==> config.mk <==
export PLATFORM = sky130hd
export DESIGN_NAME = usb_tx_packet_ctrl
export DESIGN_NICKNAME = d
export VERILOG_FILES = /design/src/rtl/usb_tx_pkg.sv /design/src/rtl/usb_tx_shifter.sv /design/src/rtl/usb_tx_packet_ctrl.sv
export SDC_FILE = /design/constraint.sdc
export NUM_CORES = 1
export LEC_CHECK = 0
export CAP_MARGIN = 20
export CORE_ASPECT_RATIO = 0.9
export CORE_MARGIN = 3
export CORE_UTILIZATION = 35
export DETAILED_ROUTE_END_ITERATION = 8
export HOLD_SLACK_MARGIN = 0.05
export PLACE_DENSITY = 0.63
export RECOVER_POWER = 100
export SLEW_MARGIN = 30
export SYNTH_ARGS = -nofsm -noshare
export SYNTH_HDL_FRONTEND = slang
export SYNTH_SLANG_ARGS = --single-unit
==> constraint.sdc <==
create_clock -name clk -period 1.85 [get_ports clk]
set_input_delay 0.185 -clock clk [delete_from_list [all_inputs] [get_ports clk]]
set_output_delay 0.185 -clock clk [all_outputs]
set_load 0.02 [all_outputs]
==> src/rtl/usb_tx_pkg.sv <==
// usb_tx_pkg
// Shared types and constants for the USB transmit path (packet controller,
// bit stuffer and NRZI encoder).
//   state_t              - packet controller FSM states
//   SYNC_PATTERN_DEFAULT - SYNC byte, sent LSB-first (seven 0s then a 1)
//   EOP_SE0_BITS_DEFAULT - SE0 bit times in an EOP (legal 1..4)
//   LINE_J/LINE_K/LINE_SE0 - {dp, dm} line states
package usb_tx_pkg;

  typedef enum logic [2:0] {
    IDLE    = 3'd0,
    SYNC    = 3'd1,
    DATA    = 3'd2,
    EOP_SE0 = 3'd3,
    EOP_J   = 3'd4
  } state_t;

  localparam logic [7:0] SYNC_PATTERN_DEFAULT = 8'h80;
  localparam int         EOP_SE0_BITS_DEFAULT = 2;

  // Full-speed line encoding as {dp, dm}.
  localparam logic [1:0] LINE_J   = 2'b10;
  localparam logic [1:0] LINE_K   = 2'b01;
  localparam logic [1:0] LINE_SE0 = 2'b00;

endpackage

==> src/rtl/usb_tx_shifter.sv <==
// usb_tx_shifter
// 8-bit load/shift register with a 3-bit bit counter.
//   clk, srst  - clock, synchronous active-high reset
//   load       - load ld_data and restart the bit counter (wins over shift)
//   shift      - shift right by one, bump the bit counter (wraps 7 -> 0)
//   ld_data    - byte to load
//   bit0       - current bit to present (LSB)
//   byte_done  - the bit in bit0 is the eighth bit of the byte
module usb_tx_shifter (
  input  logic       clk,
  input  logic       srst,
  input  logic       load,
  input  logic       shift,
  input  logic [7:0] ld_data,
  output logic       bit0,
  output logic       byte_done
);

  logic [7:0] shreg_reg;
  logic [2:0] bit_cnt_reg;

  always_ff @(posedge clk) begin
    if (srst) begin
      shreg_reg   <= '0;
      bit_cnt_reg <= '0;
    end else if (load) begin
      shreg_reg   <= ld_data;
      bit_cnt_reg <= '0;
    end else if (shift) begin
      shreg_reg   <= {1'b0, shreg_reg[7:1]};
      bit_cnt_reg <= bit_cnt_reg + 3'd1;
    end
  end

  assign bit0      = shreg_reg[0];
  assign byte_done = (bit_cnt_reg == 3'd7);

endmodule

==> src/rtl/usb_tx_packet_ctrl.sv <==
// usb_tx_packet_ctrl
// Transmit packet sequencer in front of the bit stuffer: accepts bytes over
// valid/ready, sends SYNC, serializes data LSB-first one bit per bit_tick,
// holds on stuffer stall cycles and closes each packet with SE0 bits + one J.
//   clk, RST         - clock, synchronous active-high reset
//   bit_tick         - one bit time per strobe
//   in_data/in_valid/in_last/in_ready - byte handshake (in_ready combinational)
//   stuff_stall      - stuffer inserting a stuff bit; hold the current bit
//   tx_bit, tx_en    - bit and per-bit enable strobe to the stuffer
//   tx_se0           - EOP SE0 phase (bypasses the stuffer)
//   tx_oe            - driver enable, SYNC start through the EOP J bit
//   stuff_clr        - clears the stuffer ones-count at packet start
//   busy             - not idle
//   underrun         - byte missing at a DATA byte boundary (packet aborted)
module usb_tx_packet_ctrl
  import usb_tx_pkg::*;
#(
  parameter logic [7:0] SYNC_PATTERN = SYNC_PATTERN_DEFAULT,
  parameter int         EOP_SE0_BITS = EOP_SE0_BITS_DEFAULT
) (
  input  logic       clk,
  input  logic       RST,
  input  logic       bit_tick,
  input  logic [7:0] in_data,
  input  logic       in_valid,
  input  logic       in_last,
  output logic       in_ready,
  input  logic       stuff_stall,
  output logic       tx_bit,
  output logic       tx_en,
  output logic       tx_se0,
  output logic       tx_oe,
  output logic       stuff_clr,
  output logic       busy,
  output logic       underrun
);

  localparam logic [2:0] SE0_LAST = 3'(EOP_SE0_BITS - 1);

  state_t     state_reg, state_next;
  logic [7:0] hold_reg;
  logic       hold_last_reg;
  logic       last_flag_reg;
  logic [2:0] se0_cnt_reg;
  logic       j_sent_reg;

  logic tx_bit_reg, tx_en_reg, tx_se0_reg, tx_oe_reg, stuff_clr_reg, underrun_reg;

  logic       emit, boundary, data_take, handshake;
  logic       load, shift, bit0, byte_done;
  logic [7:0] ld_data;

  // A bit is presented only on a tick the stuffer is not using.
  assign emit      = ((state_reg == SYNC) || (state_reg == DATA)) && bit_tick && !stuff_stall;
  assign boundary  = emit && byte_done;
  // The only mid-packet window for taking a byte: eighth bit of a non-last byte.
  assign data_take = boundary && (state_reg == DATA) && !last_flag_reg;
  assign handshake = (state_reg == IDLE) && in_valid && in_ready;

  usb_tx_shifter u_shifter (
    .clk       (clk),
    .srst      (RST),
    .load      (load),
    .shift     (shift),
    .ld_data   (ld_data),
    .bit0      (bit0),
    .byte_done (byte_done)
  );

  // State register
  always_ff @(posedge clk) begin
    if (RST) state_reg <= IDLE;
    else     state_reg <= state_next;
  end

  // Next-state logic
  always_comb begin
    state_next = state_reg;
    case (state_reg)
      IDLE:    if (handshake) state_next = SYNC;
      SYNC:    if (boundary) state_next = DATA;
      DATA:    if (boundary && (last_flag_reg || !in_valid)) state_next = EOP_SE0;
      EOP_SE0: if (bit_tick && (se0_cnt_reg == SE0_LAST)) state_next = EOP_J;
      EOP_J:   if (bit_tick && j_sent_reg) state_next = IDLE;
      default: state_next = IDLE;
    endcase
  end

  // Output / control decode
  always_comb begin
    in_ready = !RST && ((state_reg == IDLE) || data_take);
    busy     = (state_reg != IDLE);
    load     = handshake || (boundary && (state_reg == SYNC)) || (data_take && in_valid);
    shift    = emit && !load;
    case (state_reg)
      IDLE:    ld_data = SYNC_PATTERN;
      SYNC:    ld_data = hold_reg;
      default: ld_data = in_data;
    endcase
  end

  // Registered outputs and packet bookkeeping
  always_ff @(posedge clk) begin
    if (RST) begin
      hold_reg      <= '0;
      hold_last_reg <= 1'b0;
      last_flag_reg <= 1'b0;
      se0_cnt_reg   <= '0;
      j_sent_reg    <= 1'b0;
      tx_bit_reg    <= 1'b0;
      tx_en_reg     <= 1'b0;
      tx_se0_reg    <= 1'b0;
      tx_oe_reg     <= 1'b0;
      stuff_clr_reg <= 1'b0;
      underrun_reg  <= 1'b0;
    end else begin
      tx_en_reg     <= emit;
      stuff_clr_reg <= handshake;
      underrun_reg  <= data_take && !in_valid;

      if (emit) tx_bit_reg <= bit0;

      if (handshake) begin
        hold_reg      <= in_data;
        hold_last_reg <= in_last;
        tx_oe_reg     <= 1'b1;
      end

      if (boundary && (state_reg == SYNC)) last_flag_reg <= hold_last_reg;
      if (data_take && in_valid)           last_flag_reg <= in_last;

      if (state_reg != EOP_SE0) begin
        se0_cnt_reg <= '0;
      end else if (bit_tick) begin
        tx_se0_reg  <= 1'b1;
        se0_cnt_reg <= se0_cnt_reg + 3'd1;
      end

      // First EOP_J tick drives J; the second ends the packet.
      if (state_reg != EOP_J) begin
        j_sent_reg <= 1'b0;
      end else if (bit_tick) begin
        if (!j_sent_reg) begin
          tx_se0_reg <= 1'b0;
          tx_bit_reg <= 1'b1;
          j_sent_reg <= 1'b1;
        end else begin
          tx_oe_reg  <= 1'b0;
          tx_bit_reg <= 1'b0;
        end
      end
    end
  end

  assign tx_bit    = tx_bit_reg;
  assign tx_en     = tx_en_reg;
  assign tx_se0    = tx_se0_reg;
  assign tx_oe     = tx_oe_reg;
  assign stuff_clr = stuff_clr_reg;
  assign underrun  = underrun_reg;

endmodule

==> metrics.txt <==
synthesized net count approximately 210; ant diodes 0; core region area ~0.0042 mm²; post-synthesis average cell area approximately 8.5 µm²; number of maximum-capacitance constraint violations 0; Post-DP Area around 0.0020 mm²; Final nets about 250; path type of the worst min-delay path register to register; run status finished clean; Worst Setup Start Kind register; post-route antenna net violation count 0; sequential-to-total area share from yosys stat 42.5%; worst slack, placed -0.171 ns; total of endpoints with negative setup slack in the final report 0; flip-flop and latch count after synthesis 34; Max-slew headroom between 70% and 80%; clock edge transition at the registers on the reported setup and hold paths roughly 0.070 ns; unrepaired setup endpoints after global routing yes; vias about 1400; Top delay family on crit path simple AND/OR/NAND/NOR gates; pin count of the biggest net entering global routing 20; cts-stage hold buffer count 0; number of fill cells between 400 and 500; type of the worst setup path register to output port; Synth-to-Final Area Change 33.7%; final worst-path cycle share a little over nine tenths; slowest library cell on the worst path sky130_fd_sc_hd__dfxtp_2; Rows 22; crit end category output port; TritonCTS buffer count 5; wire length of the first global-routing pass roughly 6500 µm; Worst Tran Pin Value approximately 0.38 ns; WL/cell about 13 µm; combined area of the multi-input logic cells approximately 870 µm²; worst setup skew after layout between 0.005 and 0.006 ns; Total Wirelength ~3800 µm; Hold WS roughly 0.46 ns; I/O pin total 22; total leakage power approximately 0.00089 µW; number of remaining DRC errors 0; Post-synth EDFFs 0; Die Footprint between 0.005 and 0.006 mm²; Met3 Wirelength roughly 220 µm; crit-path max cell delay about 0.36 ns; fraction of final layout cells with drive strength greater than 1 roughly 18%; die height 70.2 µm; chip width between 70 and 80 µm; top routing layer in use met4; worst-path fanout max 2; min Tclk post-route 1.81 ns; total count of hold-check failures in the final report 0; amount of wire on met2 after detailed routing between 1500 and 2000 µm; number of library cell types mapped by synthesis between 40 and 50; Clock Latency Late Sink 0.30 ns; detailed router's first-iteration violation count 57; post-route setup slack between 0.04 and 0.05 ns; Tot Pwr ~1600 µW; instance count after placement with tap cells included about 280; iteration count of the initial detailed-routing pass 4; GRT Total Usage between 10% and 20%; via/cell ratio around 5; placer's final routability congestion estimate slightly below 0.8; Syn Std Cell Area approximately 0.0016 mm²; Worst Path Buf+Inv 1; asr flop ratio synth 0%; buffer type at the clock tree root sky130_fd_sc_hd__clkbuf_8; CP Data Required Time roughly 1.7 ns; initial antenna violation count 0; Pwr per Cell Area approximately 760 mW/mm²; most frequent cell on the critical path sky130_fd_sc_hd__ha_4; worst path arrival time approximately 1.6 ns; vias in the first global route 1369; TritonCTS clock tree built; count of synthesis-stage warnings from yosys 0; flip-flop and latch area ~680 µm²; Initial Utilization 37.8%; M1 WL approximately 1800 µm; # port buffers 21; Gate Count Post-Synth 188; Max Root-Sink Buffers 2; residual overflow from global routing 0; Non-Filler Cell Area, Final around 0.0021 mm²; Final Max Tran Viols 0; htree depth 2; CTS Sinks 34; peak supply drop 0.000529 V; final HPWL from detailed placement around 2700 µm; chain of cells forming the critical path ha_4 > ha_4 > and4bb_2 > nand2_2 > o21a_1 > nor2_1 > buf_4; filler-free cell count of the finished design 289; Main synth FF type sky130_fd_sc_hd__dfxtp_1; maximum operating frequency about 550 MHz
## metal layers
metal | track usage [%] | vias up
met5 | 0 | -
met3 | 6.19 | 7
met2 | 21.2 | 29
li1 | - | 744
met1 | 20.0 | 660
met4 | 6.92 | 0
## area by class of cell
cell class              count  share of cell area (%)
well taps                  60                    3.51
clock inverters             3                    1.87
flip-flops and latches     34                    31.9
clock buffers               5                    3.21
multi-input cells         135                    40.6
inverters                   8                    1.40
repair buffers             44                    17.5
## tightest hold or removal path: cells and delay by family, from the launching register on
kind,cells,cell delay [ns]
AOI/OAI and AO/OA,1,0.06
and+or+nand+nor,1,0.05
DFF,1,0.31
## metrics by stage
step / setup TNS (ns) / util, %
3_3_place_gp: -0.182 / 47.4
6_report: 0 / 50.5
2_1_floorplan: 0 / -
5_1_grt: -0.0855 / 50.5
3_5_place_dp: -0.245 / 47.4
4_1_cts: -0.0171 / 49.9
## repair_timing
action,in CTS,in global routing
buffers inserted,0,0
pin swaps,0,2
resized for setup,6,7
endpoints found under the setup margin,2,4
## cell usage in the layout, fill, tap and decap left out, types with 2 or more instances in the layout
cell / netlist / layout
sky130_fd_sc_hd__clkbuf_8: 0 / 5
sky130_fd_sc_hd__ha_1: 4 / 2
sky130_fd_sc_hd__o32ai_1: 2 / 2
sky130_fd_sc_hd__nor3_1: 4 / 4
sky130_fd_sc_hd__clkinv_2: 0 / 2
sky130_fd_sc_hd__a21oi_1: 10 / 10
sky130_fd_sc_hd__nand3_1: 8 / 8
sky130_fd_sc_hd__a21boi_0: 2 / 2
sky130_fd_sc_hd__o21a_1: 2 / 2
sky130_fd_sc_hd__xor2_1: 2 / 2
sky130_fd_sc_hd__mux2i_1: 5 / 5
sky130_fd_sc_hd__buf_4: 1 / 23
sky130_fd_sc_hd__o211ai_1: 3 / 3
sky130_fd_sc_hd__o221ai_1: 4 / 4
sky130_fd_sc_hd__nand2_1: 24 / 23
sky130_fd_sc_hd__dfxtp_2: 0 / 2
sky130_fd_sc_hd__nand2b_1: 2 / 2
sky130_fd_sc_hd__ha_4: 0 / 2
sky130_fd_sc_hd__a31oi_1: 2 / 2
sky130_fd_sc_hd__nand3b_1: 3 / 3
sky130_fd_sc_hd__and3_1: 8 / 8
sky130_fd_sc_hd__nor2_1: 14 / 14
sky130_fd_sc_hd__or3_1: 3 / 3
sky130_fd_sc_hd__o22ai_1: 2 / 2
sky130_fd_sc_hd__o21ai_0: 10 / 10
sky130_fd_sc_hd__nor2b_1: 2 / 2
sky130_fd_sc_hd__dfxtp_1: 34 / 32
sky130_fd_sc_hd__nand2_2: 1 / 2
sky130_fd_sc_hd__inv_1: 8 / 8
sky130_fd_sc_hd__clkdlybuf4s50_1: 0 / 19
## power breakdown
part / switching, µW / internal, µW
Combinational: 93.3 / 88.8
Clock: 287 / 396
Sequential: 11.9 / 756
Total: 392 / 1240
## worst paths after layout
| path | start | end | slack (ns) | cells after the start |
|---|---|---|---|---|
| setup / recovery | u_shifter.bit_cnt_reg[1] | in_ready | 0.04 | 7 |
| hold / removal | hold_reg[6] | hold_reg[6] | 0.46 | 2 |
| setup reg to reg | u_shifter.bit_cnt_reg[1] | u_shifter.shreg_reg[5] | 0.16 | 8 |
| hold reg to reg | hold_reg[6] | hold_reg[6] | 0.46 | 2 |
## Yosys cell counts (2+ instances only)
master                     instances  area, µm²
sky130_fd_sc_hd__a21boi_0          2       15.0
sky130_fd_sc_hd__a21oi_1          10       50.1
sky130_fd_sc_hd__a31oi_1           2       12.5
sky130_fd_sc_hd__and3_1            8       50.1
sky130_fd_sc_hd__buf_2             4       20.0
sky130_fd_sc_hd__clkbuf_1          6       22.5
sky130_fd_sc_hd__dfxtp_1          34        681
sky130_fd_sc_hd__ha_1              4       50.1
sky130_fd_sc_hd__inv_1             8       30.0
sky130_fd_sc_hd__mux2i_1           5       50.1
sky130_fd_sc_hd__nand2_1          24       90.1
sky130_fd_sc_hd__nand2b_1          2       12.5
sky130_fd_sc_hd__nand3_1           8       40.0
sky130_fd_sc_hd__nand3b_1          3       22.5
sky130_fd_sc_hd__nor2_1           14       52.6
sky130_fd_sc_hd__nor2b_1           2       12.5
sky130_fd_sc_hd__nor3_1            4       20.0
sky130_fd_sc_hd__o211ai_1          3       22.5
sky130_fd_sc_hd__o21a_1            2       15.0
sky130_fd_sc_hd__o21ai_0          10       50.1
sky130_fd_sc_hd__o221ai_1          4       35.0
sky130_fd_sc_hd__o22ai_1           2       12.5
sky130_fd_sc_hd__o32ai_1           2       17.5
sky130_fd_sc_hd__or3_1             3       18.8
sky130_fd_sc_hd__xor2_1            2       17.5
## logic make-up after synthesis
family / share of synthesized area, %
AOI/OAI and AO/OA: 18.7
muxes: 3.13
xor gates and xnor gates: 2.66
adders and majority gates: 3.13
and+or+nand+nor: 24.9
buffers and inverters: 5.00
DFF: 42.5
No activity file was read; power rests on OpenSTA's default activity.
==> RTL change 1: new RTL, config.mk and constraints unchanged <==
Make the reset (`RST` and `srst`) asynchronous in 3 clocked blocks. Comments in the files are not updated.
--- a/src/rtl/usb_tx_shifter.sv
+++ b/src/rtl/usb_tx_shifter.sv
@@ -20,5 +20,5 @@
   logic [2:0] bit_cnt_reg;
 
-  always_ff @(posedge clk) begin
+  always_ff @(posedge clk or posedge srst) begin
     if (srst) begin
       shreg_reg   <= '0;
--- a/src/rtl/usb_tx_packet_ctrl.sv
+++ b/src/rtl/usb_tx_packet_ctrl.sv
@@ -69,5 +69,5 @@
 
   // State register
-  always_ff @(posedge clk) begin
+  always_ff @(posedge clk or posedge RST) begin
     if (RST) state_reg <= IDLE;
     else     state_reg <= state_next;
@@ -101,5 +101,5 @@
 
   // Registered outputs and packet bookkeeping
-  always_ff @(posedge clk) begin
+  always_ff @(posedge clk or posedge RST) begin
     if (RST) begin
       hold_reg      <= '0;
Function: differs if RST is asserted again (counterexample within 4 cycles, from zero or initial values and one cycle with RST high); with RST held inactive, the same outputs for 10 cycles.
==> RTL change 1 against the unedited design <==
- register-to-register slack about the same
- synthesized area increased by 10%
- count of clock-buffer cells in the layout rose by 3
- wire length down 3.7%
- sequential cell count unchanged
- utilization fell by 3.6 points
- highest routed layer unchanged
- setup slack improved by 0.082 ns
- cell area increased by 2.1%
Power is not compared: it rests on default switching activity, and its combinational part moved more than twofold at a synthesized area within 25%.
==> RTL change 1: results (changes against the unedited design) <==
* Distinct cells, synth at 36 (-20%)
* Vias at 1,272 (-12%)
* CP max stage delay at 0.38 ns (+0.02 ns)
* Clk buf depth at 2 (unchanged)
* Vias in the first global route at 1,384 (+1.1%)
* Synth top area cells: dfrtp_1 (48%), mux2i_1 (10%), mux2_4 (6.8%), nor2_1 (3.0%), a21oi_1 (2.8%)
* Placed cell count at 246 (-12%)
* Clock insertion delay at the later pin of the skew report at 0.29 ns
* Port Buffers at 21 (unchanged)
* Asr flop ratio synth at 1.00 (+1.00)
* GPL Wtd Cong at 0.898 (+17%)
* Final wirelength at 3640 µm (-3.7%)
* Total CTS buffers at 5 (unchanged)
* Post-synthesis instance total at 158 (-16%)
* Root Buffer: clkbuf_8
* Outcome: finished clean
* FILL cells at 458 (+4.1%)
* Nets at 210 (-15%)
* Synth cell count leaders: dfrtp_1 (34), mux2i_1 (18), nor2_1 (14), a21oi_1 (10)
* Clk pin slew, worst setup/hold paths at 0.07 ns (about the same)
* Sequential element share of the synthesized area at 0.481 (+0.0559)
* DR vias/cell at 4.99 (+0.11%)
* Max stage delay cell, worst path: dfrtp_1
* Global-route wire length before repair at 6380 µm (-1.7%)
* Layout cells sized above 1 at 0.150 (-0.0288)
* Reg2Reg Setup Slack at 0.16 ns (about the same)
* Worst-Margin Slew at 0.855 ns (+0.474 ns)
* Initial Util at 0.379 (+0.00169)
* Total GRT Usage at 0.144 (-0.00717)
* Drt pass-1 iters at 4 (unchanged)
* Post-Syn Nets at 176 (-15%)
* Worst hold path type: register to register
* Kind of cell adding the most delay to the critical path: flip-flops
* Largest net degree at the start of global routing at 35 (+75%)
* Clock Skew at 0.00413 ns (-0.00158 ns)
* Hpwl dp at 2660 µm (-0.17%)
* Post-CTS Hold Buffers at 0 (unchanged)
* Ys flop type: dfrtp_1
* H-Tree Depth at 2 (unchanged)
* First DRT Iteration DRCs at 83 (+46%)
[RTL change 1: changes by cell type after synthesis, sizes merged, moves of 5 or more]
cell	unedited run	this run
dfrtp	0	34
dfxtp	34	0
nand2	25	8
mux2i	5	18
mux2	0	9
nand3	8	0
o21ai	11	6
[RTL change 1: repair_timing]
item,in CTS,in global routing
buffers inserted,0,1
endpoints found under the setup margin,2,1
gates resized for setup,5,2
[RTL change 1: through the flow]
| step | hold slack (ns) | cell area, µm² | utilization | worst slack, ns | TNS (ns) |
|---|---|---|---|---|---|
| final | 0.482 | 2190 | 0.469 | 0.123 | 0 |
| after floorplan | 0.258 | 1770 | - | 0.195 | 0 |
| after detailed placement | 0.490 | 2110 | 0.452 | -0.0306 | -0.0306 |
| after CTS | 0.492 | 2210 | 0.474 | 0.0533 | 0 |
| after global routing | 0.512 | 2190 | 0.469 | 0.0166 | 0 |
| after global placement | 0.486 | 2110 | 0.452 | 0.00939 | 0 |
[RTL change 1: cell type report]
type,count,area (µm²),share of cell area
repair buffers,37,329,0.151
inverters,7,26.3,0.0120
flip-flops and latches,34,851,0.389
multi-input cells,107,792,0.362
clock buffers,8,110,0.0504
well taps,62,77.6,0.0355
[RTL change 1: worst paths after layout]
kind	startpoint	end	cells past startpoint
min reg2reg	hold_reg[1]	hold_reg[1]	1
max	u_shifter.bit_cnt_reg[0]	in_ready	6
max reg2reg	state_reg[2]	u_shifter.shreg_reg[6]	5
min	hold_reg[1]	hold_reg[1]	1
min in group asynchronous	RST	underrun	3
max in group asynchronous	RST	u_shifter.shreg_reg[4]	3
[RTL change 1: cell families after synthesis]
group	Yosys count	synth area share
simple gates	45	0.138
flops	34	0.481
compound gates	27	0.0997
mux	27	0.176
buf+inv	17	0.0573
xor+xnor	4	0.0198
fa+ha+maj	4	0.0283
[RTL change 1: power groups by stage]
stage	Combinational [W]	Clock, W	Sequential [W]
after global placement	0.00121	0	0.00119
after global routing	0.00131	0.000700	0.00122
after CTS	0.00125	0.000660	0.00119
after floorplan	0.000875	0	0.00119
final	0.00118	0.000636	0.00118
after detailed placement	0.00125	0	0.00120
[RTL change 1: routing by layer]
metal	up-vias	track usage	wire length, µm
li1	619	-	-
met1	610	0.182	1720
met2	35	0.218	1640
met3	8	0.0527	208
met4	0	0.0675	73
met5	-	0	0
==> RTL change 2: new RTL, config.mk and constraints unchanged <==
Made on the original files. Encoding of `state_t`: now one-hot (5 bits for 5 states).
--- a/src/rtl/usb_tx_pkg.sv
+++ b/src/rtl/usb_tx_pkg.sv
@@ -8,10 +8,10 @@
 package usb_tx_pkg;
 
-  typedef enum logic [2:0] {
-    IDLE    = 3'd0,
-    SYNC    = 3'd1,
-    DATA    = 3'd2,
-    EOP_SE0 = 3'd3,
-    EOP_J   = 3'd4
+  typedef enum logic [4:0] {
+    IDLE    = 5'b00001,
+    SYNC    = 5'b00010,
+    DATA    = 5'b00100,
+    EOP_SE0 = 5'b01000,
+    EOP_J   = 5'b10000
   } state_t;
 
Function: same outputs for any inputs over 10 cycles, from zero or initial values and one cycle with RST high; not proved beyond that.
==> RTL change 2 against the unedited design <==
- the run now ends with negative setup slack left
- cell area grew 17%
- setup slack lost 0.20 ns
- total power grew 6.4%
- sequential cell count grew 2
- first-iteration DRC count grew 120%
- wire length grew 20%
- clock skew grew 0.0039 ns
- synthesized area grew 5.9%
- count of clock-buffer cells in the layout grew 2
- critical path type unchanged
- highest routed layer unchanged
==> RTL change 2: results (changes against the unedited design) <==
* Worst VDD drop at 235 µV (-56%)
* Leakage at 1.03 nW (+16%)
* Vias in the first global route at 1,524 (+11%)
* Rel. slew slack at 0.781 (+0.0417)
* Pre-CTS setup slack at -0.489 ns (-0.318 ns)
* Final wirelength at 4540 µm (+20%)
* Distinct cells, synth at 44 (-2.2%)
* Reg power frac at 0.479 (+0.009)
* Comb power frac at 0.174 (+0.063)
* Synth top area cells: dfxtp_1 (43%), nand2_1 (9.3%), nand3b_1 (4.9%), a311oi_1 (4.6%), a222oi_1 (4.1%)
* Met2 Wirelength at 2150 µm (+29%)
* Post-Syn Nets at 207 (+0.49%)
* Metal-1 WL at 2160 µm (+19%)
* Met1 Use GR at 0.206 (+0.00568)
* Layout cells sized above 1 at 0.314 (+0.135)
* Clk pin slew, worst setup/hold paths at 0.07 ns (about the same)
* Worst endpoint data arrival time at 1.83 ns (+0.21 ns)
* Synth cell count leaders: nand2_1 (42), dfxtp_1 (36), nand3b_1 (11), nor2_1 (11), a311oi_1 (9)
* Outcome: finished, violations left
* CP max stage delay at 0.44 ns (+0.08 ns)
* Max stage delay cell, worst path: or4_4
* Placed cell count at 295 (+5.0%)
* Worst setup margin at -0.162 ns (-0.203 ns)
* Worst hold path type: primary input to register
* Largest net degree at the start of global routing at 25 (+25%)
* Violated checks: negative setup slack
* Setup TNS at -0.189 ns (-0.189 ns)
* Sw power at 0.000439 W (+12%)
* Global-route wire length before repair at 7070 µm (+8.8%)
* Post-synthesis instance total at 189 (+0.53%)
* Total GRT Usage at 0.157 (+0.00647)
* WL met3 at 188 µm (-13%)
* Post-CTS Hold Buffers at 0 (unchanged)
* Clock Skew at 0.00962 ns (+0.00391 ns)
* FILL cells at 414 (-5.9%)
* Nets at 263 (+6.9%)
* Drt pass-1 iters at 7 (+3)
* Final count of negative-setup-slack endpoints at 2 (+2)
* Met2 GRT Util at 0.247 (+0.0348)
* Overall Power at 0.00174 W (+6.4%)
* First DRT Iteration DRCs at 124 (+120%)
* GPL Wtd Cong at 0.782 (+1.8%)
* Sequential element share of the synthesized area at 0.425 (about the same)
* Power Density at 694 nW/µm² (-9.1%)
* DR vias/cell at 5.28 (+6.0%)
* Met3 track demand over resource at 0.0397 (-0.0222)
[RTL change 2: kinds of logic after synthesis]
kind of cell / synth area share
and+or+nand+nor: 0.294
AOI/OAI and AO/OA: 0.179
DFF: 0.425
buffers and inverters: 0.0354
xor gates and xnor gates: 0.0251
adders and majority gates: 0.0295
muxes: 0.0118
[RTL change 2: path summary, 6_finish.rpt]
check	from	to	slack, ns	cells past startpoint
worst min register to register	u_shifter.bit_cnt_reg[2]	u_shifter.bit_cnt_reg[2]	0.46	2
worst max-delay path	state_reg[3]	in_ready	-0.16	6
worst min-delay path	in_data[4]	hold_reg[4]	0.45	3
worst max register to register	state_reg[1]	last_flag_reg	-0.03	8
[RTL change 2: what timing repair did]
action,CTS,global route
cloned,0,1
gates resized for setup,15,35
pin swaps,8,16
setup buffers,1,3
setup endpoints to repair,10,12
[RTL change 2: final cells by class]
type,count,area share
multi-input cells,139,0.411
flip-flops and latches,36,0.292
repair buffers,59,0.222
clock buffers,7,0.0385
well taps,62,0.0310
inverters,4,0.00599
